[config.mk]
export PLATFORM = sky130hd
export DESIGN_NAME = vga_timing_pipe
export DESIGN_NICKNAME = d
export VERILOG_FILES = /design/src/rtl/vga_pkg.sv /design/src/rtl/vga_axis_counter.sv /design/src/rtl/vga_timing_pipe.sv
export SDC_FILE = /design/constraint.sdc
export NUM_CORES = 1
export LEC_CHECK = 0
export ABC_AREA = 1
export CAP_MARGIN = 0
export CORE_UTILIZATION = 40
export CTS_CLUSTER_SIZE = 12
export DETAILED_ROUTE_END_ITERATION = 8
export PLACE_DENSITY = 0.77
export SLEW_MARGIN = 20
export SYNTH_ARGS = -nofsm -noshare
export SYNTH_HDL_FRONTEND = slang
export SYNTH_SLANG_ARGS = --single-unit
[constraint.sdc]
create_clock -name Clock -period 2.85 [get_ports Clock]
set_input_delay 0.57 -clock Clock [delete_from_list [all_inputs] [get_ports Clock]]
set_output_delay 0.57 -clock Clock [all_outputs]
set_load 0.01 [all_outputs]
[src/rtl/vga_pkg.sv]
// Shared VGA timing sets, colour and delay-stage types for the raster timing pipeline.
package vga_pkg;

  localparam int CNT_W        = 10;
  localparam int MAX_PIPE_LAT = 15;

  localparam int VGA_640X480_H_SYNC = 96;
  localparam int VGA_640X480_H_BP   = 48;
  localparam int VGA_640X480_H_ACT  = 640;
  localparam int VGA_640X480_H_FP   = 16;
  localparam int VGA_640X480_V_SYNC = 2;
  localparam int VGA_640X480_V_BP   = 33;
  localparam int VGA_640X480_V_ACT  = 480;
  localparam int VGA_640X480_V_FP   = 10;
  localparam logic VGA_640X480_HS_POL = 1'b0;
  localparam logic VGA_640X480_VS_POL = 1'b0;

  localparam int VGA_800X600_H_SYNC = 128;
  localparam int VGA_800X600_H_BP   = 88;
  localparam int VGA_800X600_H_ACT  = 800;
  localparam int VGA_800X600_H_FP   = 40;
  localparam int VGA_800X600_V_SYNC = 4;
  localparam int VGA_800X600_V_BP   = 23;
  localparam int VGA_800X600_V_ACT  = 600;
  localparam int VGA_800X600_V_FP   = 1;
  localparam logic VGA_800X600_HS_POL = 1'b1;
  localparam logic VGA_800X600_VS_POL = 1'b1;

  typedef struct packed {
    logic [7:0] r;
    logic [7:0] g;
    logic [7:0] b;
  } rgb_t;

  typedef struct packed {
    logic hs;
    logic vs;
    logic vis;
  } stage_t;

  // Idle stage for the negative-polarity (640x480) sync convention.
  localparam stage_t STAGE_IDLE_NEG = '{hs: 1'b1, vs: 1'b1, vis: 1'b0};

  function automatic stage_t idle_stage(input logic hs_pol, input logic vs_pol);
    idle_stage = '{hs: ~hs_pol, vs: ~vs_pol, vis: 1'b0};
  endfunction

endpackage

[src/rtl/vga_axis_counter.sv]
// One raster axis: free-running position counter with sync/active region decode.
module vga_axis_counter
  import vga_pkg::*;
#(
  parameter int SYNC = 96,
  parameter int BP   = 48,
  parameter int ACT  = 640,
  parameter int FP   = 16
) (
  input  logic             Clock,
  input  logic             Reset,
  input  logic             i_en,
  output logic             o_wrap,
  output logic             o_in_sync,
  output logic             o_in_active,
  output logic [CNT_W-1:0] o_coord
);

  localparam int TOTAL = SYNC + BP + ACT + FP;
  localparam logic [CNT_W-1:0] C_LAST    = CNT_W'(TOTAL - 1);
  localparam logic [CNT_W-1:0] C_SYNC    = CNT_W'(SYNC);
  localparam logic [CNT_W-1:0] C_ACT_BEG = CNT_W'(SYNC + BP);
  localparam logic [CNT_W-1:0] C_ACT_END = CNT_W'(SYNC + BP + ACT);

  logic [CNT_W-1:0] r_cnt;

  always_ff @(posedge Clock) begin
    if (Reset) begin
      r_cnt <= '0;
    end else if (i_en) begin
      r_cnt <= o_wrap ? '0 : r_cnt + 1'b1;
    end
  end

  assign o_wrap      = (r_cnt == C_LAST);
  assign o_in_sync   = (r_cnt < C_SYNC);
  assign o_in_active = (r_cnt >= C_ACT_BEG) && (r_cnt < C_ACT_END);
  assign o_coord     = o_in_active ? (r_cnt - C_ACT_BEG) : '0;

endmodule

[src/rtl/vga_timing_pipe.sv]
// VGA raster timing generator whose sync/blank outputs are delayed to line up with
// colour returned by a pixel source of fixed latency.
module vga_timing_pipe
  import vga_pkg::*;
#(
  parameter int   H_SYNC   = VGA_640X480_H_SYNC,
  parameter int   H_BP     = VGA_640X480_H_BP,
  parameter int   H_ACT    = VGA_640X480_H_ACT,
  parameter int   H_FP     = VGA_640X480_H_FP,
  parameter int   V_SYNC   = VGA_640X480_V_SYNC,
  parameter int   V_BP     = VGA_640X480_V_BP,
  parameter int   V_ACT    = VGA_640X480_V_ACT,
  parameter int   V_FP     = VGA_640X480_V_FP,
  parameter logic HS_POL   = VGA_640X480_HS_POL,
  parameter logic VS_POL   = VGA_640X480_VS_POL,
  parameter int   COLOR_W  = 8,
  parameter int   PIPE_LAT = 1
) (
  input  logic                 Clock,
  input  logic                 Reset,
  input  logic                 pix_en,
  output logic [CNT_W-1:0]     x,
  output logic [CNT_W-1:0]     y,
  output logic                 req,
  output logic                 frame_start,
  input  logic [3*COLOR_W-1:0] rgb_in,
  output logic                 h_sync,
  output logic                 v_sync,
  output logic                 blank,
  output logic [COLOR_W-1:0]   R,
  output logic [COLOR_W-1:0]   G,
  output logic [COLOR_W-1:0]   B
);

  localparam int H_TOTAL = H_SYNC + H_BP + H_ACT + H_FP;
  localparam int V_TOTAL = V_SYNC + V_BP + V_ACT + V_FP;
  localparam stage_t C_IDLE = idle_stage(HS_POL, VS_POL);

  if (H_TOTAL > (1 << CNT_W)) begin : g_chk_h
    $error("vga_timing_pipe: H_TOTAL exceeds counter range");
  end
  if (V_TOTAL > (1 << CNT_W)) begin : g_chk_v
    $error("vga_timing_pipe: V_TOTAL exceeds counter range");
  end
  if (PIPE_LAT < 0 || PIPE_LAT > MAX_PIPE_LAT) begin : g_chk_lat
    $error("vga_timing_pipe: PIPE_LAT out of range 0..15");
  end

  logic             w_h_wrap, w_h_sync, w_h_act;
  logic             w_v_wrap, w_v_sync, w_v_act, w_v_en;
  logic [CNT_W-1:0] w_h_coord, w_v_coord;
  stage_t           w_s0, w_dly_tail;
  stage_t           r_out;
  logic [3*COLOR_W-1:0] r_rgb;
  logic             r_frame_start;

  assign w_v_en = w_h_wrap & pix_en;

  vga_axis_counter #(.SYNC(H_SYNC), .BP(H_BP), .ACT(H_ACT), .FP(H_FP)) u_h_axis (
    .Clock       (Clock),
    .Reset       (Reset),
    .i_en        (pix_en),
    .o_wrap      (w_h_wrap),
    .o_in_sync   (w_h_sync),
    .o_in_active (w_h_act),
    .o_coord     (w_h_coord)
  );

  vga_axis_counter #(.SYNC(V_SYNC), .BP(V_BP), .ACT(V_ACT), .FP(V_FP)) u_v_axis (
    .Clock       (Clock),
    .Reset       (Reset),
    .i_en        (w_v_en),
    .o_wrap      (w_v_wrap),
    .o_in_sync   (w_v_sync),
    .o_in_active (w_v_act),
    .o_coord     (w_v_coord)
  );

  assign req = w_h_act & w_v_act;
  assign x   = req ? w_h_coord : '0;
  assign y   = req ? w_v_coord : '0;

  // High exactly while both counters sit at zero: set on reset and on the frame-wrap tick.
  always_ff @(posedge Clock) begin
    if (Reset) begin
      r_frame_start <= 1'b1;
    end else if (pix_en) begin
      r_frame_start <= w_h_wrap & w_v_wrap;
    end
  end
  assign frame_start = r_frame_start;

  assign w_s0 = '{hs:  (w_h_sync ? HS_POL : ~HS_POL),
                  vs:  (w_v_sync ? VS_POL : ~VS_POL),
                  vis: req};

  if (PIPE_LAT == 0) begin : g_no_dly
    assign w_dly_tail = w_s0;
  end else begin : g_dly
    stage_t r_dly [PIPE_LAT];

    always_ff @(posedge Clock) begin
      if (Reset) begin
        for (int i = 0; i < PIPE_LAT; i++) r_dly[i] <= C_IDLE;
      end else if (pix_en) begin
        r_dly[0] <= w_s0;
        for (int i = 1; i < PIPE_LAT; i++) r_dly[i] <= r_dly[i-1];
      end
    end

    assign w_dly_tail = r_dly[PIPE_LAT-1];
  end

  // rgb_in belongs to the request whose vis bit is at the tail on this tick.
  always_ff @(posedge Clock) begin
    if (Reset) begin
      r_out <= C_IDLE;
      r_rgb <= '0;
    end else if (pix_en) begin
      r_out <= w_dly_tail;
      r_rgb <= w_dly_tail.vis ? rgb_in : '0;
    end
  end

  assign h_sync = r_out.hs;
  assign v_sync = r_out.vs;
  assign blank  = r_out.vis;
  assign R      = r_rgb[3*COLOR_W-1 -: COLOR_W];
  assign G      = r_rgb[2*COLOR_W-1 -: COLOR_W];
  assign B      = r_rgb[COLOR_W-1:0];

endmodule

==> results.yml <==
clocking:
  path_clk_slew_ns: 0.10
  clock-sinks: 51
  cts_hold_buf: 0
  cts_tree: "yes"
  clock_path_buffers: 2
  htree_levels: 2
  numCtsBuffers: 5
  cts_root_buf: "clkbuf_8"
  worstSkewPairLatency_ns: 0.31
sta:
  post-route-min-period_ns: 2.76
  clock.fmax_ghz: 0.363
  finalMaxSlewViolations: 0
  finalCritPeriodShare_pct: 96.7
  setup_viol: 0
  fin_hold_ws_ns: 0.470
  relSlewSlack_pct: 30.7
  worstMarginPinSlew_ns: 1.04
  fin_skew_ns: 0.0137
  setup_tns_ns: 0
  hold_viol: 0
  rsz0062_at_grt: "no"
detailed_routing:
  routed_wirelength_um: 6350
  antenna_left: 0
  dr.pass1.iters: 9
  vias: 2469
  drc: 0
  drt-vias-per-instance: 5.20
  avgRoutedWirePerCell_um: 13.4
  drt_iter0_markers: 185
synth:
  ys_warn_count: 0
  synth-edff-count: 3
  synth-main-ff-cell: "dfxtp_1"
  synth.largest_area_cell: "dfxtp_1"
  ys_ff_latch: 51
  synthTopCellsByCount: "nand2_1, nor2_1, dfxtp_1, inv_1, a32o_1"
  synth_top_area_share_pct: 37.6
  syn_area_sq_um: 2550
  yosysSeqAreaShare_pct: 41.1
  synth_most_common_cell: "nand2_1"
  synthCells: 326
  synth_area_per_cell_sq_um: 7.84
  synth_nets: 360
  synthTopCellsByArea: "dfxtp_1, a32o_1, nand2_1"
  async_flop_share_pct: 0
  synth_cell_type_count: 29
hold_path:
  hp-class: "reg -> reg"
place:
  place_hpwl_um: 4760
  io_buffers: 75
  place.gp.congestion: 0.881
grt:
  grt_pass1_vias: 2196
  grt_max_degree: 27
  globalRouteOverflowTotal: 0
  grt_antenna_before_repair: 0
  grtUsageTotal_pct: 19.5
  grt_pass1_wl_um: 10100
pwr:
  swShare_pct: 25.1
  ir_drop_mv: 0.210
  p_leak_nw: 1.65
  seqPwrFrac_pct: 57.2
  pwr-share-clk_pct: 34.8
  p_switching_mw: 0.326
  p_int_mw: 0.970
  p_per_area_nw_per_um2: 371
  combPwrFrac_pct: 8.0
die:
  rows: 28
  num_io_pins: 76
  die_area_sq_um: 6710
  core_sq_um: 6030
  die_w_um: 81.9
  initial_core_util_pct: 42.4
  die_y_um: 81.9
job:
  cap_viol_max_count: 0
setup_path:
  r2r_slack_ns: 1.22
  crit_path_start_kind: "flop"
  critPathKind: "reg -> out"
  critPathMaxFanout: 5
  crit_required_ns: 2.28
  slowest_stage: "clkdlybuf4s50_1"
  cp_common_cell: "nand2_1"
  end_kind: "output port"
  max_stage_delay_ns: 0.56
  cp_data_arrival_time_ns: 2.19
  crit_chain: "inv_1, ha_2, nand2_1, a21oi_1, nand2_1, nand4_4, nor2_1, clkdlybuf4s50_1"
finish:
  nNetsFinal: 433
  n_antenna_cell: 0
  syn2layout_area_growth_pct: 36.5
  drive_gt1_share_pct: 9.50
  fillCellCount: 557
outcome:
  status: "completed"
## sequential cells by signal, indices dropped and copies added, names as in the netlist
register,count
r_rgb,24
h_sync,1
u_v_axis.r_cnt,10
v_sync,1
g_dly.r_dly,3
blank,1
frame_start,1
u_h_axis.r_cnt,10
## logic make-up (layout without fill, tap and decap cells)
group | Yosys count | in the layout | synth area share, %
DFF | 51 | 51 | 41.1
and+or+nand+nor | 157 | 157 | 27.1
AOI/OAI and AO/OA | 46 | 46 | 14.6
adders and majority gates | 7 | 7 | 3.43
xor gates and xnor gates | 13 | 13 | 4.46
buffers and inverters | 52 | 126 | 9.30
## area by class of cell
class,instances,area [sq um],share of cell area [%]
sequential,51,1060,30.4
timing repair buffer,80,812,23.3
multi-input combinational,223,1280,36.7
inverter,38,145,4.16
clock inverter,3,28.8,0.825
tap,75,93.8,2.69
clock buffer,5,68.8,1.97
## repair_timing
action                     CTS  global route
buffers inserted             1             0
setup endpoints to repair   21             9
gates resized for setup     14            12
## power by group through the flow
stage / clock network (mW) / logic [mW] / registers [mW]
finish: 0.451 / 0.104 / 0.741
global placement: 0 / 0.103 / 0.758
floorplan: 0 / 0.0414 / 0.758
global route: 0.492 / 0.114 / 0.743
detailed placement: 0 / 0.104 / 0.759
CTS: 0.463 / 0.104 / 0.742
## critical path, delay by kind of cell, from the launching register on
kind	cells	cell delay [ns]
adder cells (fa/ha/maj)	1	0.22
AO/OA/AOI/OAI	1	0.08
flip-flops	1	0.39
buffers and inverters	2	0.65
AND/OR/NAND/NOR	4	0.55
## metrics by stage
stage | cell area [sq um] | std cells | utilization (%) | power [mW] | setup WS (ns)
after CTS | 3460 | 475 | 57.4 | 1.31 | 0.00646
after floorplan | 2550 | 326 | - | 0.799 | 0.906
after detailed placement | 3350 | 466 | 55.6 | 0.863 | 0.0805
after global routing | 3490 | 475 | 57.9 | 1.35 | 0.0279
after global placement | 3350 | 466 | 55.6 | 0.861 | 0.183
final | 3490 | 475 | 57.9 | 1.30 | 0.0928
## routing by layer
metal / vias up / routed length, um / global-route usage (%)
met2: 84 / 3120 / 32.0
li1: 1231 / - / -
met3: 4 / 377 / 3.78
met1: 1150 / 2810 / 26.1
met5: - / 0 / 0
met4: 0 / 42 / 5.26
## cell usage in the layout, fill, tap and decap left out, types with 2 or more instances in the layout
cell type        instances
a21oi_1                  7
xor2_1                  12
nand2_2                  3
ha_1                     6
dfxtp_1                 45
o21ai_0                 11
clkdlybuf4s50_1         57
buf_4                    4
o22a_1                   2
clkbuf_8                 5
nor2_1                  50
clkinv_4                 2
nand4_1                  9
nand3_1                 18
a32o_1                  24
nor2_2                   9
nand2_1                 61
dlymetal6s2s_1           9
inv_2                    4
dfxtp_4                  2
inv_1                   33
dlygate4sd2_1            9
edfxtp_1                 3
nor3_1                   4
## worst paths after layout
kind | from | end | cells past startpoint
worst min-delay path | r_rgb[16] | r_rgb[16] | 1
worst max-delay path | u_h_axis.r_cnt[4] | y[6] | 8
worst min register to register | r_rgb[16] | r_rgb[16] | 1
worst max register to register | u_h_axis.r_cnt[5] | u_v_axis.r_cnt[3] | 9
Note: power is estimated with default switching activity, not from simulation.
